===== src/rtl/ram_288_line_packer_pkg.sv =====
// Shared parameters, types and state encoding for the 288-bit x 64-line buffer packer.
// Imported by line_packer_shift and ram_288_line_packer.
package line_packer_pkg;

  localparam int ELEM_W = 16;
  localparam int LANES  = 18;
  localparam int DATA_W = ELEM_W * LANES;
  localparam int ADDR_W = 6;
  localparam int DEPTH  = 64;
  localparam int LANE_W = $clog2(LANES);

  typedef logic [ELEM_W-1:0] elem_t;
  typedef logic [DATA_W-1:0] line_t;
  typedef logic [ADDR_W-1:0] addr_t;
  typedef logic [ADDR_W:0]   count_t;
  typedef logic [LANE_W-1:0] lane_t;

  typedef enum logic {
    FILL = 1'b0,
    FULL = 1'b1
  } state_t;

  // True when the element in this lane completes a line.
  function automatic logic is_last_lane(input lane_t lane);
    return lane == lane_t'(LANES - 1);
  endfunction

endpackage


===== src/rtl/ram_288_line_packer_shift.sv =====
// Lane register bank: decodes the write lane, clears on request and presents the merged
// line (bank plus the incoming element). Zero-fill exists only with LINE_PACKER_FLUSH_EN.
module line_packer_shift
  import line_packer_pkg::*;
(
  input  logic              clk,
  input  logic              clear,
  input  logic              wr_en,
  input  logic [LANE_W-1:0] wr_lane,
  input  logic [ELEM_W-1:0] wr_data,
`ifdef LINE_PACKER_FLUSH_EN
  input  logic              zero_fill,
`endif
  output logic [DATA_W-1:0] line_out
);

  line_t shadow;

  // NOTE: the bank is cleared with reset so its contents are deterministic afterwards;
  // it is a plain register bank, not a RAM, so this costs no special macro support.
  // NOTE: sequential state uses non-blocking assignments so every register samples pre-edge values.
  always_ff @(posedge clk) begin
    if (clear) begin
      shadow <= '0;
    end else if (wr_en) begin
      for (int i = 0; i < LANES; i++) begin
        if (wr_lane == lane_t'(i)) shadow[i*ELEM_W +: ELEM_W] <= wr_data;
      end
    end
  end

  // NOTE: line_out takes a full default before the loop, so no path leaves it unassigned.
  always_comb begin
    line_out = shadow;
    for (int i = 0; i < LANES; i++) begin
      if (wr_en && (wr_lane == lane_t'(i))) begin
        line_out[i*ELEM_W +: ELEM_W] = wr_data;
      end
`ifdef LINE_PACKER_FLUSH_EN
      else if (zero_fill && (lane_t'(i) > wr_lane)) begin
        line_out[i*ELEM_W +: ELEM_W] = '0;
      end
`endif
    end
  end

endmodule


===== src/rtl/ram_288_line_packer.sv =====
// Packs LANES elements per 288-bit line, writes lines to the buffer with a wrapping pointer
// and holds off the producer after each frame until frame_ack. Option: LINE_PACKER_FLUSH_EN.
module ram_288_line_packer
  import line_packer_pkg::*;
(
  input  logic              clk,
  input  logic              resetn,
  input  logic              in_valid,
  output logic              in_ready,
  input  logic [ELEM_W-1:0] in_data,
  input  logic              in_last,
  output logic [ADDR_W-1:0] waddr,
  output logic [DATA_W-1:0] wdata,
  output logic              wen,
  output logic              frame_done,
  input  logic              frame_ack,
  output logic [ADDR_W:0]   lines_written
);

  state_t state;
  lane_t  lane_idx;
  addr_t  line_ptr;
  line_t  line_next;
  logic   accept;
  logic   line_end;
  logic   frame_end;

  assign accept = in_valid && in_ready;

`ifdef LINE_PACKER_FLUSH_EN
  // in_last closes both the current line and the frame, whatever lane it lands in.
  assign line_end  = accept && (is_last_lane(lane_idx) || in_last);
  assign frame_end = line_end && ((line_ptr == addr_t'(DEPTH - 1)) || in_last);
`else
  logic unused_in_last;
  assign unused_in_last = in_last;
  assign line_end  = accept && is_last_lane(lane_idx);
  assign frame_end = line_end && (line_ptr == addr_t'(DEPTH - 1));
`endif

  line_packer_shift u_shift (
    .clk      (clk),
    .clear    (!resetn),
    .wr_en    (accept),
    .wr_lane  (lane_idx),
    .wr_data  (in_data),
`ifdef LINE_PACKER_FLUSH_EN
    .zero_fill(in_last),
`endif
    .line_out (line_next)
  );

  always_ff @(posedge clk) begin
    if (!resetn) begin
      state         <= FILL;
      in_ready      <= 1'b0;
      wen           <= 1'b0;
      waddr         <= '0;
      wdata         <= '0;
      frame_done    <= 1'b0;
      lines_written <= '0;
      lane_idx      <= '0;
      line_ptr      <= '0;
    end else begin
      wen <= 1'b0;
      case (state)
        FILL: begin
          in_ready <= 1'b1;
          if (accept) lane_idx <= line_end ? '0 : lane_idx + lane_t'(1);
          if (line_end) begin
            wen           <= 1'b1;
            waddr         <= line_ptr;
            wdata         <= line_next;
            lines_written <= lines_written + count_t'(1);
            // Every frame, short or full, starts again at line 0.
            line_ptr      <= frame_end ? '0 : line_ptr + addr_t'(1);
            if (frame_end) begin
              state      <= FULL;
              in_ready   <= 1'b0;
              frame_done <= 1'b1;
            end
          end
        end
        FULL: begin
          if (frame_ack) begin
            state         <= FILL;
            in_ready      <= 1'b1;
            frame_done    <= 1'b0;
            lines_written <= '0;
          end
        end
        default: state <= FILL;
      endcase
    end
  end

endmodule


===== config.mk =====
export PLATFORM = sky130hd
export DESIGN_NAME = ram_288_line_packer
export DESIGN_NICKNAME = d
export VERILOG_FILES = /design/src/rtl/ram_288_line_packer_pkg.sv /design/src/rtl/ram_288_line_packer_shift.sv /design/src/rtl/ram_288_line_packer.sv
export SDC_FILE = /design/constraint.sdc
export NUM_CORES = 1
export LEC_CHECK = 0
export BUFFER_PORTS_ARGS = -buffer_cell sky130_fd_sc_hd__buf_2
export CAP_MARGIN = 20
export CORE_MARGIN = 2
export CORE_UTILIZATION = 51
export CTS_CLUSTER_DIAMETER = 50
export DETAILED_ROUTE_END_ITERATION = 7
export GPL_TIMING_DRIVEN = 0
export HOLD_SLACK_MARGIN = 0.12
export PLACE_DENSITY = 0.84
export SYNTH_ARGS = -nofsm -noshare
export SYNTH_HDL_FRONTEND = slang
export SYNTH_SLANG_ARGS = --single-unit

===== constraint.sdc =====
create_clock -name clk -period 2.2 [get_ports clk]
set_input_delay 0.22 -clock clk [delete_from_list [all_inputs] [get_ports clk]]
set_output_delay 0.22 -clock clk [all_outputs]
set_load 0.02 [all_outputs]

### Word-level counts from Yosys, hierarchy flattened

Index checks and enable logic that the tools add are counted.

* register bits after elaboration: 588
* latch bits: 0
* RAM bits: 0
* memory bits (read-only): 0
* output and inout port bits: 304
* memories: 0

* $add $sub $neg: 3
* multipliers: 0
* divide/modulo/power cells: 0
* order comparisons: 0
* equality and inequality tests: 21
* shift operators: 0
* multiplexer cells: 35
* bitwise logic cells: 2
* reduce and logical (&&, ||, !) cells: 43

Operators with widths (count)
* $mux W16: 17
* $eq A5 B4 Y1 const B: 8
* $reduce_and A2 Y1: 20
* $eq A5 B3 Y1 const B: 4
* $logic_and A1 B1 Y1: 20
* $mux W7: 2
* $pmux W7 S2: 1
* $eq A5 B2 Y1 const B: 2
* $eq A5 B5 Y1 const B: 2
* $mux W1: 10
* $add A7 B1 Y7 const B: 1
* $add A6 B1 Y6 const B: 1
* $eq A6 B6 Y1 const B: 1
* $mux W6: 1
* $ne A2 B2 Y1 const B: 3
* $pmux W1 S2: 3
* $add A5 B1 Y5 const B: 1
* $eq A5 B1 Y1 const B: 1
* $logic_not A5 Y1: 1
* $mux W5: 1
* $reduce_and A3 Y1: 1
* $not A1 Y1: 2
* $reduce_or A2 Y1: 1

### Logic depth before layout (Yosys ltp)

* word-level depth: 6
* mapped depth: 10

### By module

A second synthesis with hierarchy kept.

* cell total of the unflattened synthesis: 2836
* area total of the unflattened synthesis: 26852.0 µm²

By module, submodules not included
* line_packer_shift: times used 1, cells each 1357, area each 14651.6 µm²
* ram_288_line_packer: times used 1, cells each 1479, area each 12200.5 µm²

### Worst setup path before layout

OpenSTA, ideal clock, no wires.

* path type: register to register
* start point: register lane_idx[2]
* end point: register wdata[246]
* setup time: 0.058 ns
* data arrival time: 2.041 ns
* data required time: 2.142 ns
* path slack: 0.100 ns
* cell stages (with the launch flop): 11
* period minus slack after synthesis: 2.100 ns
* cell sequence: dfxtp_1 buf_2 clkbuf_1 and3_1 ha_1 and3_1 clkbuf_1 clkbuf_1 nand2_1 a21boi_0 o22a_1

* longest elaborated chain between the ends: 3

Ends and longest elaborated chain
* start, declared: line ram_288_line_packer.sv:21 `lane_t lane_idx;`
* start signal, assigned: line ram_288_line_packer.sv:69 `if (accept) lane_idx <= line_end ? '0 : lane_idx + lane_t'(1);`
* $eq A5 B4 Y1 or $eq A5 B5 Y1 (tied branches): line ram_288_line_packer_shift.sv:36, ram_288_line_packer_pkg.sv:25
* $logic_and A1 B1 Y1, on equally long branches: line ram_288_line_packer_shift.sv:36, ram_288_line_packer.sv:37
* $mux W16 or $reduce_and A2 Y1 (tied branches)
* end signal, assigned: line ram_288_line_packer.sv:73 `wdata <= line_next;`
* end, declared: line ram_288_line_packer.sv:13 `output logic [DATA_W-1:0] wdata,`

Parallel ways exist; a longest one is shown, timed or not.
A chain may end at the register's enable or synchronous reset.

### Final worst setup path

* start point: register lane_idx[2]
* end point: register wdata[21]

* longest elaborated chain between the ends: 3

Ends and longest elaborated chain (line)
* $eq A5 B1 Y1 or $eq A5 B5 Y1 (tied branches): ram_288_line_packer_shift.sv:36, ram_288_line_packer_pkg.sv:25
* $logic_and A1 B1 Y1, on equally long branches: ram_288_line_packer_shift.sv:36, ram_288_line_packer.sv:37
* $mux W16 or $reduce_and A2 Y1 (tied branches)

Parallel ways exist; a longest one is shown, timed or not.

==> flow_summary.toml <==
[status]
status = "complete, no violations"

[power_and_ir_drop]
combPwrFrac = 0.030
seq_power_share = 0.501
vdd_drop_max_mv = 0.6371
intPower_mw = 16.70
p_leak_nw = 10.15
sw_frac_of_total = 0.2177
power_frac_clock = 0.469
total_power_mw = 21.35
p_per_area_nw_per_um2 = 801.9
switchingPower_mw = 4.646

[synth]
synth_edf_count = 0
ys_async_sr_fraction = 0
avgSynthCellArea_um2 = 8.606
synth.area.top_cells = "dfxtp_1 54%, nand2_1 17%, a21boi_0 17%, clkbuf_1 2.5%, mux2i_1 2.2%"
synth_warnings = 0
synth-main-ff-cell = "dfxtp_1"
netlist_instances = 2550
synth_area_leader_cell = "dfxtp_1"
synth_nets = 2578
ys_seq_elements = 588
synth_area_um2 = 21940
yosysMostFrequentCell = "nand2_1"
ys_top_cells_by_count = "993 x nand2_1, 588 x dfxtp_1, 485 x a21boi_0"
ys_types = 42
yosysTopAreaCellShare = 0.5364
ys_seq_area_frac = 0.5364

[floorplanning]
fp.dieW_um = 211.4
die_y_um = 211.4
rows = 75
dieArea_um2 = 44700
ios = 325
core_um2 = 42230
initial_utilization = 0.5197

[timing]
post-route-period-util = 0.9789
finalSetupTns_ns = 0
setup_viol = 0
hold_violations = 0
clock_skew_ns = 0.01254
slew_violations = 0
max_freq_mhz = 464.4
fin_crit_ns = 2.153
max-slew-margin-rel = 0.1258
worst_slew_pin_slew_ns = 1.311

[routing]
postRouteAntennaNets = 0
num_vias = 18964
via_per_inst = 5.404
drc = 0
drt-pass1-iter-count = 5
drt_wl_total_um = 68080
wl_per_cell_um = 19.40
drt-initial-drc-count = 1527

[layout]
area_growth_pct = 21.31
final_nets = 2954
design_area_um2 = 26620
drive_gt1_frac = 0.1815

[setup_path]
r2r_cells = 8
critPathKind = "reg2reg"
cpMaxStageDelayCell = "or3b_4"
cp.required_ns = 2.67
cp_max_fo = 10
r2r_start = "lane_idx[2]"
r2r_end = "wdata[21]"
path_common_cell = "buf_4"
crit_path_end_kind = "flip-flop"
cpPeakStageDelay_ns = 0.46
r2r_slack_ns = 0.05
cp_data_arrival_time_ns = 2.63
crit_chain = "buf_6 -> or3b_4 -> or3_4 -> buf_4 -> clkbuf_16 -> buf_4 -> nand2_1 -> a21boi_0"
startpoint_type = "flip-flop"

[min_path]
holdPathEnd = "u_shift.shadow[15]"
hold_depth = 3
hold_class = "in2reg"
hp-start = "in_data[15]"

[job]
max_cap_viol_count = 0

[global_route]
grt_max_degree = 15
antenna_found_initial = 1
top_usage_layer = "met2"
grt_util_all_layers = 0.2959
grt_util_met1 = 0.3616
grt.met2_usage = 0.5020
grt_first_pass_wirelength_um = 102100
grt_overflow = 0
use_met3 = 0.06928
first_global_vias = 18547

[clocking]
cts_root_buf = "clkbuf_16"
insertion_delay_ns = 0.61
cts_tree = "done"
cts_buffers = 57
cts_buffer_depth = 3
path_clk_slew_ns = 0.06
cts_sinks = 588
ctsHtreeMaxLevel = 2

[placement]
place_hpwl_um = 47860
gp_congestion = 0.8990
place_area_um2 = 24150
numPortBuffers = 306
==> cell type report <==
type | count | area (µm²)
multi-input combinational | 1750 | 9459
buffer | 198 | 1039
timing repair buffer | 327 | 1735
antenna | 1 | 2.502
inverter | 4 | 15.01
clock buffer | 81 | 1699
sequential | 588 | 11770
fill | 3452 | 15610
clock inverter | 21 | 225.2
tap | 539 | 674.4
==> worst max path at each step <==
stage | from | to | slack (ns) | cells past startpoint
floorplan | lane_idx[2] | wdata[246] | 0.10 | 10
global placement | lane_idx[1] | wdata[189] | -0.76 | 9
detailed placement | lane_idx[1] | wdata[190] | -0.83 | 9
CTS | in_ready | u_shift.shadow[8] | -0.17 | 6
global route | lane_idx[2] | wdata[246] | -0.02 | 9
finish | lane_idx[2] | wdata[21] | 0.05 | 8
==> flip-flops by register name, indices dropped and copies added (netlist names) <==
signal          cells
frame_done          1
wdata             288
state               1
lines_written       7
wen                 1
line_ptr            6
in_ready            1
lane_idx            5
waddr               6
u_shift.shadow    272
==> per-layer routing <==
layer  up-vias  part of all wire  wire (µm)
met5         -                 0          0
met4         0             0.040       2706
met3       170             0.077       5234
met2       685              0.47      31960
met1      9102              0.41      28180
li1       9007                 -          -
==> timing repair <==
action / CTS / global route
endpoints found under the hold margin: 7 / 0
buffers inserted: 8 / 11
hold buffers: 1 / 0
pin swaps: 4 / 3
resized for setup: 89 / 61
gates cloned: 1 / 1
setup endpoints to repair: 453 / 396
==> critical path, delay by kind of cell, from the launching register on <==
family	cells	cell delay [ns]
and+or+nand+nor	3	0.93
DFF	1	0.32
buffers and inverters	4	0.67
AOI/OAI and AO/OA	1	0.10
==> cell families (layout without fill, tap and decap cells) <==
kind of cell | Yosys count | count (layout) | synth area share
buffers and inverters | 213 | 631 | 0.04077
adder cells (fa/ha/maj) | 7 | 7 | 0.003991
flip-flops | 588 | 588 | 0.5364
other | 0 | 1 | 0
XOR/XNOR | 6 | 6 | 0.002395
AO/OA/AOI/OAI | 563 | 563 | 0.1889
AND/OR/NAND/NOR | 1125 | 1126 | 0.2057
multiplexers | 48 | 48 | 0.02189
==> power by group through the flow <==
stage,Sequential (mW),Clock [mW],Combinational [mW]
after floorplan,10.9,0,0.353
after global placement,10.9,0,0.590
after detailed placement,10.9,0,0.603
after CTS,10.7,10.0,0.612
after global routing,10.7,10.5,0.667
final,10.7,10.0,0.643
==> placed cells by master (no fill, tap or decap), types with 5 or more instances in the layout <==
| cell | instances |
|---|---|
| clkbuf_4 | 7 |
| dfxtp_1 | 587 |
| o21ai_0 | 22 |
| buf_2 | 341 |
| clkbuf_2 | 15 |
| ha_1 | 6 |
| clkbuf_8 | 17 |
| nand3_1 | 11 |
| mux2i_1 | 48 |
| buf_4 | 35 |
| nand2_1 | 993 |
| buf_6 | 11 |
| o22a_1 | 16 |
| nor2_1 | 12 |
| clkinv_2 | 11 |
| a21oi_1 | 20 |
| nor2_4 | 6 |
| nor3_4 | 7 |
| and2_1 | 6 |
| a21boi_1 | 14 |
| clkbuf_16 | 60 |
| a21boi_0 | 477 |
| nor2b_1 | 54 |
| nand4b_1 | 5 |
| clkbuf_1 | 114 |
==> metrics by stage <==
step | std cells | utilization | setup WS (ns) | hold slack (ns)
finish | 3509 | 0.6304 | 0.04651 | 0.2188
global route | 3508 | 0.6304 | -0.01997 | 0.1901
CTS | 3502 | 0.6263 | -0.1658 | 0.1764
detailed placement | 3395 | 0.5719 | -0.8349 | 0.4534
global placement | 3395 | 0.5719 | -0.7598 | 0.4450
floorplan | 2550 | - | 0.1004 | 0.4353
Power figures use the tool's default switching activity.
